===== src/rtl/mux_arb_defs_pkg.sv =====
// Shared definitions for the round-robin mux arbiter.
// Define MUX_ARB_LOCK_EN to add the REQ_LOCK port and owner locking.
package mux_arb_defs;

  typedef enum logic {
    IDLE = 1'b0,
    HOLD = 1'b1
  } arb_state_e;

  localparam int unsigned DEF_WIDTH = 4;
  localparam int unsigned DEF_NREQ  = 4;

endpackage


===== src/rtl/mux_2x1.sv =====
// Two-input data select cell used to build the winner steering tree.
module mux_2x1 #(
  parameter int unsigned WIDTH = 4
) (
  input  logic [WIDTH-1:0] i_a,
  input  logic [WIDTH-1:0] i_b,
  input  logic             i_sel,
  output logic [WIDTH-1:0] o_y
);

  assign o_y = i_sel ? i_b : i_a;

endmodule


===== src/rtl/mux_rr_arbiter_rr_pick.sv =====
// Combinational round-robin search: first eligible requester starting at i_ptr.
module rr_pick #(
  parameter int unsigned NREQ  = 4,
  parameter int unsigned IDX_W = 2
) (
  input  logic [NREQ-1:0]  i_valid,
  input  logic [IDX_W-1:0] i_ptr,
  input  logic [NREQ-1:0]  i_mask,
  output logic [IDX_W-1:0] o_winner,
  output logic             o_any
);

  logic [NREQ-1:0]  w_elig;
  logic [IDX_W-1:0] w_idx;
  logic             w_found;

  assign w_elig = i_valid & i_mask;
  assign o_any  = |w_elig;

  // Walk ptr, ptr+1, ... with natural IDX_W-bit wrap.
  always_comb begin
    o_winner = i_ptr;
    w_found  = 1'b0;
    w_idx    = i_ptr;
    for (int k = 0; k < int'(NREQ); k++) begin
      if (!w_found && w_elig[w_idx]) begin
        o_winner = w_idx;
        w_found  = 1'b1;
      end
      w_idx = w_idx + IDX_W'(1);
    end
  end

endmodule


===== src/rtl/mux_rr_arbiter.sv =====
// Round-robin arbiter sharing one registered valid/ready output among NREQ requesters.
// Optional owner locking is enabled with MUX_ARB_LOCK_EN.
module mux_rr_arbiter
  import mux_arb_defs::*;
#(
  parameter  int unsigned WIDTH = DEF_WIDTH,
  parameter  int unsigned NREQ  = DEF_NREQ,
  localparam int unsigned IDX_W = $clog2(NREQ)
) (
  input  logic                  CLK,
  input  logic                  RSTn,
  input  logic [NREQ-1:0]       REQ_VALID,
  input  logic [NREQ*WIDTH-1:0] REQ_DATA,
`ifdef MUX_ARB_LOCK_EN
  input  logic [NREQ-1:0]       REQ_LOCK,
`endif
  output logic [NREQ-1:0]       REQ_READY,
  output logic                  OUT_VALID,
  output logic [WIDTH-1:0]      OUT_DATA,
  output logic [IDX_W-1:0]      OUT_SRC,
  input  logic                  OUT_READY,
  output logic                  BUSY
);

  arb_state_e       r_state;
  logic [IDX_W-1:0] r_ptr;
  logic [WIDTH-1:0] r_data;
  logic [IDX_W-1:0] r_src;

  logic [NREQ-1:0]  w_mask;
  logic [IDX_W-1:0] w_winner;
  logic             w_any;
  logic             w_load;
  logic             w_fire;
  logic [WIDTH-1:0] w_sel_data;

`ifdef MUX_ARB_LOCK_EN
  logic             r_lock;
  logic [IDX_W-1:0] r_owner;

  // A held lock restricts eligibility to the owner alone.
  assign w_mask = r_lock ? (NREQ'(1) << r_owner) : {NREQ{1'b1}};
`else
  assign w_mask = {NREQ{1'b1}};
`endif

  rr_pick #(
    .NREQ  (NREQ),
    .IDX_W (IDX_W)
  ) u_pick (
    .i_valid  (REQ_VALID),
    .i_ptr    (r_ptr),
    .i_mask   (w_mask),
    .o_winner (w_winner),
    .o_any    (w_any)
  );

  assign w_load    = (r_state == IDLE) || OUT_READY;
  assign w_fire    = RSTn && w_load && w_any;
  assign REQ_READY = w_fire ? (NREQ'(1) << w_winner) : {NREQ{1'b0}};

  // Select tree: level l halves the candidates using winner bit l-1.
  for (genvar l = 0; l <= int'(IDX_W); l++) begin : g_lvl
    logic [WIDTH-1:0] w_lvl [NREQ >> l];
    if (l == 0) begin : g_leaf
      for (genvar i = 0; i < int'(NREQ); i++) begin : g_in
        assign w_lvl[i] = REQ_DATA[i*WIDTH +: WIDTH];
      end
    end else begin : g_node
      for (genvar j = 0; j < int'(NREQ >> l); j++) begin : g_mux
        mux_2x1 #(.WIDTH(WIDTH)) u_mux (
          .i_a   (g_lvl[l-1].w_lvl[2*j]),
          .i_b   (g_lvl[l-1].w_lvl[2*j+1]),
          .i_sel (w_winner[l-1]),
          .o_y   (w_lvl[j])
        );
      end
    end
  end

  assign w_sel_data = g_lvl[IDX_W].w_lvl[0];

  // Output register, pointer and state update.
  always_ff @(posedge CLK or negedge RSTn) begin
    if (!RSTn) begin
      r_state <= IDLE;
      r_ptr   <= '0;
      r_data  <= '0;
      r_src   <= '0;
`ifdef MUX_ARB_LOCK_EN
      r_lock  <= 1'b0;
      r_owner <= '0;
`endif
    end else if (w_fire) begin
      r_state <= HOLD;
      r_data  <= w_sel_data;
      r_src   <= w_winner;
`ifdef MUX_ARB_LOCK_EN
      if (REQ_LOCK[w_winner]) begin
        r_lock  <= 1'b1;
        r_owner <= w_winner;
      end else begin
        r_lock  <= 1'b0;
        r_ptr   <= w_winner + IDX_W'(1);
      end
`else
      r_ptr   <= w_winner + IDX_W'(1);
`endif
    end else if (OUT_READY) begin
      r_state <= IDLE;
    end
  end

  assign OUT_VALID = (r_state == HOLD);
  assign OUT_DATA  = r_data;
  assign OUT_SRC   = r_src;
  assign BUSY      = (r_state == HOLD) || (|REQ_VALID);

endmodule


===== config.mk =====
export PLATFORM = sky130hd
export DESIGN_NAME = mux_rr_arbiter
export DESIGN_NICKNAME = d
export VERILOG_FILES = /design/src/rtl/mux_arb_defs_pkg.sv /design/src/rtl/mux_2x1.sv /design/src/rtl/mux_rr_arbiter_rr_pick.sv /design/src/rtl/mux_rr_arbiter.sv
export SDC_FILE = /design/constraint.sdc
export NUM_CORES = 1
export LEC_CHECK = 0
export ABC_AREA = 1
export CAP_MARGIN = 5
export CORE_AREA = 2 2 53 55
export CTS_BUF_LIST = sky130_fd_sc_hd__clkbuf_4 sky130_fd_sc_hd__clkbuf_8 sky130_fd_sc_hd__clkbuf_16
export DETAILED_ROUTE_END_ITERATION = 8
export DIE_AREA = 0 0 55 57
export PLACE_DENSITY = 0.72
export RECOVER_POWER = 100
export SETUP_SLACK_MARGIN = 0.4
export SLEW_MARGIN = 20
export SYNTH_ARGS = -nofsm -noshare
export SYNTH_HDL_FRONTEND = slang
export SYNTH_SLANG_ARGS = --single-unit

===== constraint.sdc =====
create_clock -name CLK -period 1.8 [get_ports CLK]
set_input_delay 0.45 -clock CLK [delete_from_list [all_inputs] [get_ports CLK]]
set_output_delay 0.45 -clock CLK [all_outputs]
set_load 0.02 [all_outputs]

Word level (Yosys, flattened, before mapping). Index checks and enable logic that the tools add are counted.

$add $sub $neg: 4. Order comparisons: 4. Shift operators: 1. Mux-type cells: 20. Bitwise logic cells: 1. Reductions and logical operators: 12.

Operators by type and width (number): two-way mux 4 bit (4); < comparator 2 x 3 -> 1 bit (second input constant) (4); two-way mux 1 bit (9); adder 2 x 1 -> 2 bit (second input constant) (4); binary-select mux 1 bit (select 2 bit) (4); two-way mux 2 bit (3); logical AND 1 bit (5); OR reduction 4 bit (1); left shift 1 x 2 -> 4 bit (first input constant) (1); zero test 1 bit (3); logical OR 1 bit (2); nonzero test 2 bit (1); inverter 1 bit (1).

Bits in registers: 9. Bits of input ports: 23. Output and inout bits: 12. Logic and storage cells: 46.

Depth between registers and ports, before layout. Gate-level depths: netlist (run 1).

Word-level depth: 14. Gate-level depth with buffers: 15. Gate-level depth less buffers: 14.

By module. From an unflattened synthesis (run 1), not the netlist that was laid out.

Cells, all modules: 155. Area total of the unflattened synthesis: 919.6 um^2.

Modules (own cells, without submodules): mux_rr_arbiter (times used 1, cells each 58, area each 478.0 um^2, seq. area each 225.2 um^2); rr_pick (times used 1, cells each 58, area each 295.3 um^2, seq. area each 0.0 um^2); mux_2x1 (times used 3, cells each 13, area each 48.8 um^2, seq. area each 0.0 um^2).

Worst setup path after synthesis (run 1). Ideal clock, no wire load.

Path kind: register to output. Start point: register r_ptr[0]. End point: output port REQ_READY[3]. Arrival: 1.692 ns. Data required time: 1.350 ns. Setup slack: -0.342 ns. Stages on the path, launching flop included: 13. Buffers on the path: 1. Path through: dfrtp_1 > inv_2 > buf_6 > nand2_1 > nand3_1 > nand2_1 > nor2_2 > nand3_1 > nand3_1 > nand2_2 > nor2_4 > inv_2 > nor2_1.

Cells in the longest elaborated chain, start to end: 14. Elaborated cells between the ends (all ways): 25. Those cells by class: add/sub: 3; shift: 1; mux: 15; reduce/logical: 6.

RTL lines: from (decl) (line mux_rr_arbiter.sv:26) `logic [IDX_W-1:0] r_ptr;`; from (signal assigned) (line mux_rr_arbiter.sv:107) `r_ptr <= w_winner + IDX_W'(1);`; parallel branches: the longest is 11 deep, another holds adder 2 x 1 -> 2 bit; two-way mux 2 bit (*) (line mux_rr_arbiter_rr_pick.sv:26) `if (!w_found && w_elig[w_idx]) begin`; left shift 1 x 2 -> 4 bit (*) (line mux_rr_arbiter.sv:60) `assign REQ_READY = w_fire ? (NREQ'(1) << w_winner) : {NREQ{1'b0}};`; two-way mux 4 bit (*) (line mux_rr_arbiter.sv:60); to (decl) (line mux_rr_arbiter.sv:17) `output logic [NREQ-1:0] REQ_READY,`.

Every way passes the cells marked *. The select of a mux whose other input is x is not followed.

Worst setup path after layout (run 1).
Start point: register r_ptr[0]. End point: register r_data[1] (netlist: OUT_DATA[1]).

Cells in the longest elaborated chain, start to end: 14. Elaborated cells between the ends (all ways): 26. Those cells by class: add/sub: 3; mux: 17; reduce/logical: 6.

RTL lines: parallel branches: the longest is 11 deep, another holds adder 2 x 1 -> 2 bit; two-way mux 2 bit (*) (line mux_rr_arbiter_rr_pick.sv:26); two-way mux 4 bit (line mux_2x1.sv:11) `assign o_y = i_sel ? i_b : i_a;`; two-way mux 4 bit (*) (line mux_2x1.sv:11); to (signal assigned) (line mux_rr_arbiter.sv:96) `r_data <= w_sel_data;`; to (decl) (line mux_rr_arbiter.sv:27) `logic [WIDTH-1:0] r_data;`.

Marked as above. A chain may end at the register's enable or synchronous reset.

==> results of run 1 <==
-- layer usage --
layer | vias up | global-route usage (%)
met4 | 0 | 11.5
met3 | 27 | 4.19
met2 | 97 | 49.8
met1 | 757 | 36.3
met5 | - | 0
li1 | 724 | -
-- worst register-to-register path: stages (launching register included) --
cell and delay [ns]:
dfrtp_2 0.42, buf_6 0.17, nand2_2 0.07, nand2_2 0.10, nand2_2 0.09, nand2_4 0.11
nand2_4 0.06, buf_4 0.13, buf_4 0.12, buf_4 0.12, buf_4 0.13, buf_4 0.12
buf_4 0.12, buf_4 0.12, nand2_2 0.06, nand2_2 0.07, nand2_4 0.10, nand3_2 0.06
nand2_1 0.09, nand3_1 0.10, nand3_1 0.12
-- worst paths after layout --
kind | from | slack [ns] | cells after the start | endpoint
max in group asynchronous | RSTn | 1.03 | 2 | r_ptr[0]$_DFFE_PN0P_
min | OUT_SRC[1]$_DFFE_PN0P_ | 0.49 | 2 | OUT_SRC[1]$_DFFE_PN0P_
min in group asynchronous | RSTn | 0.62 | 2 | OUT_SRC[0]$_DFFE_PN0P_
max | r_ptr[0]$_DFFE_PN0P_ | -0.76 | 20 | OUT_DATA[1]$_DFFE_PN0P_
min reg2reg | OUT_SRC[1]$_DFFE_PN0P_ | 0.49 | 2 | OUT_SRC[1]$_DFFE_PN0P_
max reg2reg | r_ptr[0]$_DFFE_PN0P_ | -0.76 | 20 | OUT_DATA[1]$_DFFE_PN0P_
-- registers in the layout (all words and copies together) (netlist names) --
| name | cells |
|---|---|
| OUT_DATA | 4 |
| OUT_SRC | 2 |
| r_ptr | 2 |
| OUT_VALID | 1 |
-- cells by family after synthesis --
logic type,Yosys count
AO/OA/AOI/OAI,2
buffers and inverters,17
flip-flops,9
AND/OR/NAND/NOR,136
-- timing repair --
action / 4_1_cts / 5_1_grt
buffers inserted: 19 / 9
gates resized for setup: 88 / 42
pin swaps: 23 / 23
gates cloned: 1 / 0
endpoints found under the setup margin: 21 / 19
-- power breakdown --
part	switching, uW	internal (uW)
Clock	69.6	100
Sequential	85.5	299
Combinational	2320	1910
Total	2470	2310
-- area by class of cell --
type	instances	area (sq um)	share of cell area (%)
Sequential cell	9	228	10.8
Tap cell	31	38.8	1.85
Clock buffer	4	30.0	1.43
Multi-Input combinational cell	138	925	44.0
Timing Repair Buffer	98	822	39.2
Inverter	13	56.3	2.68
-- cells in the mapped netlist (all sizes together) --
library cell   n  area (sq um)
nand4          2          12.5
o21a           1          7.51
o21ai          1          5.00
inv           13          51.3
nand3         40           223
buf            3          30.0
nor4           1          6.26
dfrtp          9           225
clkbuf         1          3.75
nor2           9          46.3
nand2         84           370
-- metrics by stage --
stage,hold WS (ns),setup TNS (ns)
floorplan,0.154,-0.574
global placement,0.474,-9.41
detailed placement,0.469,-10.02
CTS,0.488,-4.64
global route,0.509,-6.69
finish,0.490,-5.82
-- placed cells by master, fill, tap and decap left out, drive strengths merged --
cell / n
nand2: 84
buf: 73
nand3: 40
clkdlybuf4s50: 17
inv: 13
clkbuf: 10
dfrtp: 9
nor2: 9
nand4: 2
nor4: 1
o21a: 1
o21ai: 1
dlygate4sd3: 1
clkdlybuf4s15: 1
==> results.tsv, run 1 <==
stage	metric	value	unit
floorplan	start_util	37.5	%
grt	antenna_found_initial	0	
grt	first_global_vias	1568	
synth	synth_mux_area_share	0	%
critical_path	crit_top_cell	buf_4	
placed_design	pre_cts_ws	-1.28	ns
placed_design	port_buffers	34	
pwr	p_leak	0.00110	uW
routing	vias	1605	
outcome	violations	setup timing	
placed_design	gp_congestion	0.895	
critical_path	path_cells	buf_6 -> nand2_2 -> nand2_2 -> nand2_2 -> nand2_4 -> nand2_4 -> buf_4 -> buf_4 -> buf_4 -> buf_4 -> buf_4 -> buf_4 -> buf_4 -> nand2_2 -> nand2_2 -> nand2_4 -> nand3_2 -> nand2_1 -> nand3_1 -> nand3_1	
critical_path	slowest_delay	0.42	ns
critical_path	end_kind	flop	
final_layout	syn_to_final_growth	114	%
final_layout	instances_no_fill	293	
grt	grt_max_degree	10	
placed_design	place_area	1670	sq um
critical_path	worstPathMaxFanout	6	
synth	synth_compound_area_share	1.28	%
final_layout	final_util	80.3	%
critical_path	cpMaxStageDelayCell	dfrtp_2	
sta	finClkSkew	0.00314	ns
placed_design	post-dp-hpwl	2630	microns
sta	finalCriticalPeriod	2.56	ns
clock_tree	cts_max_path_buffers	2	
hold_path	hold_path_class	flop to flop	
critical_path	cp_top_family	buffers and inverters	
routing	viasPerCell	5.48	
sta	finalCritPeriodShare	142	%
synth	synth_simple_gate_area_share	67.1	%
sta	finalSetupViolations	11	
final_layout	num_antenna_cells	0	
final_layout	drive_above_1_share	58.0	%
sta	finalWorstSetupSlack	-0.760	ns
routing	wl_met3	363	microns
final_layout	fill_cells	160	
routing	dr.pass1.iters	5	
floorplan	fp.dieW	55	microns
synth	netlist_area	981	sq um
clock_tree	holdBufCountCts	0	
sta	rsz0062_at_grt	yes	
routing	route.detailed.drc	0	
floorplan	design.core.area	2620	sq um
pwr	power.density	2280	nW/um^2
grt	grt_use_total	29.3	%
clock_tree	clkLatencyLatePin	0.26	ns
sta	maxSlewViolCount	0	
synth	synthAdderAreaFrac	0	%
synth	ys_warn_count	0	
sta	fmax	391	MHz
pwr	peakVddDrop	1.78	mV
synth	synth.yosys.seq_area_share	23.0	%
critical_path	crit_arrival	2.75	ns
sta	finalHoldViolCount	0	
clock_tree	root_buffer	clkbuf_4	
synth	synth_nets	187	
clock_tree	htree_levels	1	
synth	syn_inst	164	
synth	avgSynthCellArea	5.98	sq um
grt	grt_pass1_wl	6890	microns
routing	wire_per_inst	17.6	microns
flow_run	max-cap-violations	0	
clock_tree	clk_pin_slew	0.06	ns
routing	wl_met1	1920	microns
clock_tree	cts_tree	done	
clock_tree	cts.sinks	9	
routing	ant_nets	0	
outcome	status	finished with violations	
sta	slew_headroom	81.8	%
floorplan	io_pins	35	
routing	drt_iter0_drc	105	
critical_path	cp_num_buf_inv	8	
pwr	power	4790	uW
floorplan	rows	19	
sta	worst_slew_pin_slew	0.275	ns
final_layout	nNetsFinal	286	
placed_design	place_inst	260	
synth	synth.distinct_cells	20	
floorplan	die_area	3140	sq um
synth	synth_xor_area_share	0	%
routing	wl_met2	2650	microns
floorplan	die_h	57	microns
synth	ys_seq_elements	9	
final_layout	finalInstanceArea	2100	sq um
routing	drt_wl_total	5170	microns
clock_tree	cts_buffers	3	
routing	top_layer	met4	
grt	grt_overflow	0	
critical_path	critPathLaunchType	flop	
critical_path	cp.required	1.99	ns
critical_path	worstSetupPathType	flop to flop	
synth	synth_top_family_by_area	simple AND/OR/NAND/NOR gates	
(Power assumes the default switching activity.)
==> inputs of run 2 (changes only) <==
Settings changed: ABC_AREA 1 to not set, CORE_AREA 2 2 53 55 to 2 2 48 50, DIE_AREA 0 0 55 57 to 0 0 50 52, PLACE_DENSITY 0.72 to 0.7.
==> results.tsv, run 2 <==
stage	metric	value	unit
synth	synth.distinct_cells	30	
clock_tree	htree_levels	1	
final_layout	fill_cells	118	
final_layout	layout_commonest_cell	buf_4	
grt	grt_overflow	0	
synth	ys_warn_count	0	
placed_design	pre_cts_ws	-1.27	ns
sta	fin_worst_hold_slack	0.434	ns
synth	synth_most_common_cell	nor2_1	
pwr	power.density	1080	nW/um^2
floorplan	die_area	2600	sq um
flow_run	max-cap-violations	0	
sta	slew_headroom	63.4	%
synth	ys_top_cells_by_area	dfrtp_1 (33%), nor2_1 (6.5%), a41o_1 (5.8%)	
synth	synth_top_cells_by_count	nor2_1 (12), dfrtp_1 (9), o21ai_0 (5)	
floorplan	design.core.area	2110	sq um
final_layout	finalInstanceArea	1680	sq um
sta	maxSlewViolCount	0	
critical_path	critPathLaunchType	flop	
placed_design	place_inst	162	
final_layout	num_antenna_cells	0	
pwr	power	1820	uW
grt	antenna_found_initial	0	
final_layout	largest_reg_flops	4	
grt	first_global_vias	959	
routing	route.detailed.drc	0	
critical_path	cp.required	1.35	ns
critical_path	r2r_cells	7	
critical_path	worstSetupPathType	flop to output port	
sta	finClkSkew	0.0104	ns
final_layout	drive_above_1_share	56.3	%
routing	drt_iter0_drc	28	
critical_path	end_kind	output port	
floorplan	rows	17	
sta	finalCritPeriodShare	123	%
clock_tree	root_buffer	clkbuf_4	
final_layout	nNetsFinal	175	
synth	syn_inst	74	
grt	grt_busiest_layer	met2	
synth	avgSynthCellArea	9.30	sq um
grt	grt_use_met3	1.72	%
synth	ys_seq_elements	9	
routing	ant_nets	0	
pwr	p_leak	0.000707	uW
final_layout	seqCellArea	228	sq um
floorplan	start_util	32.7	%
clock_tree	clkLatencyLatePin	0.27	ns
final_layout	layout_common_cells	buf_4 (25), clkdlybuf4s50_1 (17), buf_6 (15), nor2_1 (8), clkbuf_1 (8)	
placed_design	port_buffers	34	
grt	grt_use_total	23.9	%
synth	synth_nets	97	
sta	fmax	451	MHz
routing	drt_wl_total	3220	microns
floorplan	die_h	52	microns
clock_tree	cts_max_path_buffers	2	
sta	rsz0062_at_grt	yes	
sta	worst_slew_pin_slew	0.549	ns
pwr	peakVddDrop	1.04	mV
placed_design	place_area	1350	sq um
critical_path	crit_arrival	1.77	ns
grt	grt_use_met2	43.4	%
clock_tree	clk_pin_slew	0.07	ns
placed_design	gp_congestion	0.797	
synth	synth.yosys.seq_area_share	32.7	%
clock_tree	cts_tree	done	
final_layout	instances_no_fill	179	
placed_design	post-dp-hpwl	1870	microns
outcome	status	finished with violations	
routing	dr.pass1.iters	4	
outcome	violations	setup timing	
sta	finalWorstSetupSlack	-0.416	ns
sta	finalSetupViolations	11	
grt	grt_max_degree	11	
floorplan	fp.dieW	50	microns
synth	synth_top_area_share	32.7	%
sta	finalHoldViolCount	0	
synth	synthArstFlopShare	100	%
floorplan	io_pins	35	
grt	use_met1	28.8	%
hold_path	hold_path_class	primary input to asynchronous set/reset pin	
grt	grt_pass1_wl	4570	microns
synth	synthFlopType	dfrtp_1	
synth	netlist_area	688	sq um
routing	vias	942	
clock_tree	cts_buffers	3	
synth	synth_top_area_cell	dfrtp_1	
synth	synth_edf_count	0	
clock_tree	cts.sinks	9	
sta	finalCriticalPeriod	2.22	ns
routing	viasPerCell	5.26	
critical_path	worstPathMaxFanout	5	
final_layout	multiInputGateArea	659	sq um
routing	wire_per_inst	18.0	microns
final_layout	syn_to_final_growth	143	%
-- run 2: power by group --
group	switching [uW]	total, uW	internal [uW]
clock network	78.7	179	101
registers	78.5	366	288
logic	627	1270	643
-- run 2: area by class of cell --
type	count	area share, %
sequential	9	13.6
timing repair buffer	75	42.7
inverter	2	0.448
clock buffer	4	1.79
tap	28	2.09
multi-input combinational	61	39.4
-- run 2: per-stage QoR --
step | TNS [ns] | utilization [%]
after CTS | -1.66 | 75.7
after global placement | -10.63 | 64.1
final | -2.32 | 79.6
after detailed placement | -10.85 | 64.1
after floorplan | -0.886 | -
after global routing | -2.86 | 79.6
-- run 2: cell families after synthesis --
family	share of synthesized area, %
muxes	2.18
DFF	32.7
buffers and inverters	2.91
AOI/OAI and AO/OA	33.1
xor gates and xnor gates	1.27
and+or+nand+nor	27.8
-- run 2: worst max-delay path, stage by stage, from the launching register on --
cell     delay [ns]
dfrtp_2        0.46
nor3b_4        0.28
a221o_2        0.24
nor2_8         0.05
buf_12         0.13
nor3b_4        0.18
buf_6          0.14
-- run 2: worst paths after layout --
path / from / endpoint / slack, ns
min reg2reg: OUT_SRC[1]$_DFFE_PN0P_ / OUT_SRC[1]$_DFFE_PN0P_ / 0.51
max in group asynchronous: RSTn / r_ptr[0]$_DFFE_PN0P_ / 0.96
min: RSTn / OUT_VALID$_DFFE_PN0P_ / 0.43
min in group CLK: OUT_SRC[1]$_DFFE_PN0P_ / OUT_SRC[1]$_DFFE_PN0P_ / 0.51
max reg2reg: r_ptr[1]$_DFFE_PN0P_ / OUT_DATA[0]$_DFFE_PN0P_ / -0.01
max: r_ptr[1]$_DFFE_PN0P_ / REQ_READY[2] / -0.42
-- run 2: layer usage --
layer | up-vias | share of wire, %
li1 | 439 | -
met1 | 462 | 43
met2 | 33 | 51
met3 | 8 | 3.2
met4 | 0 | 2.4
met5 | - | 0
-- run 2: timing repair --
item / 4_1_cts / 5_1_grt
cloned: 1 / 0
setup endpoints to repair: 21 / 20
buffers inserted: 5 / 7
hold buffers: 0 / 0
resized for setup: 98 / 25
pin swaps: 16 / 6
hold endpoints to repair: 0 / 0
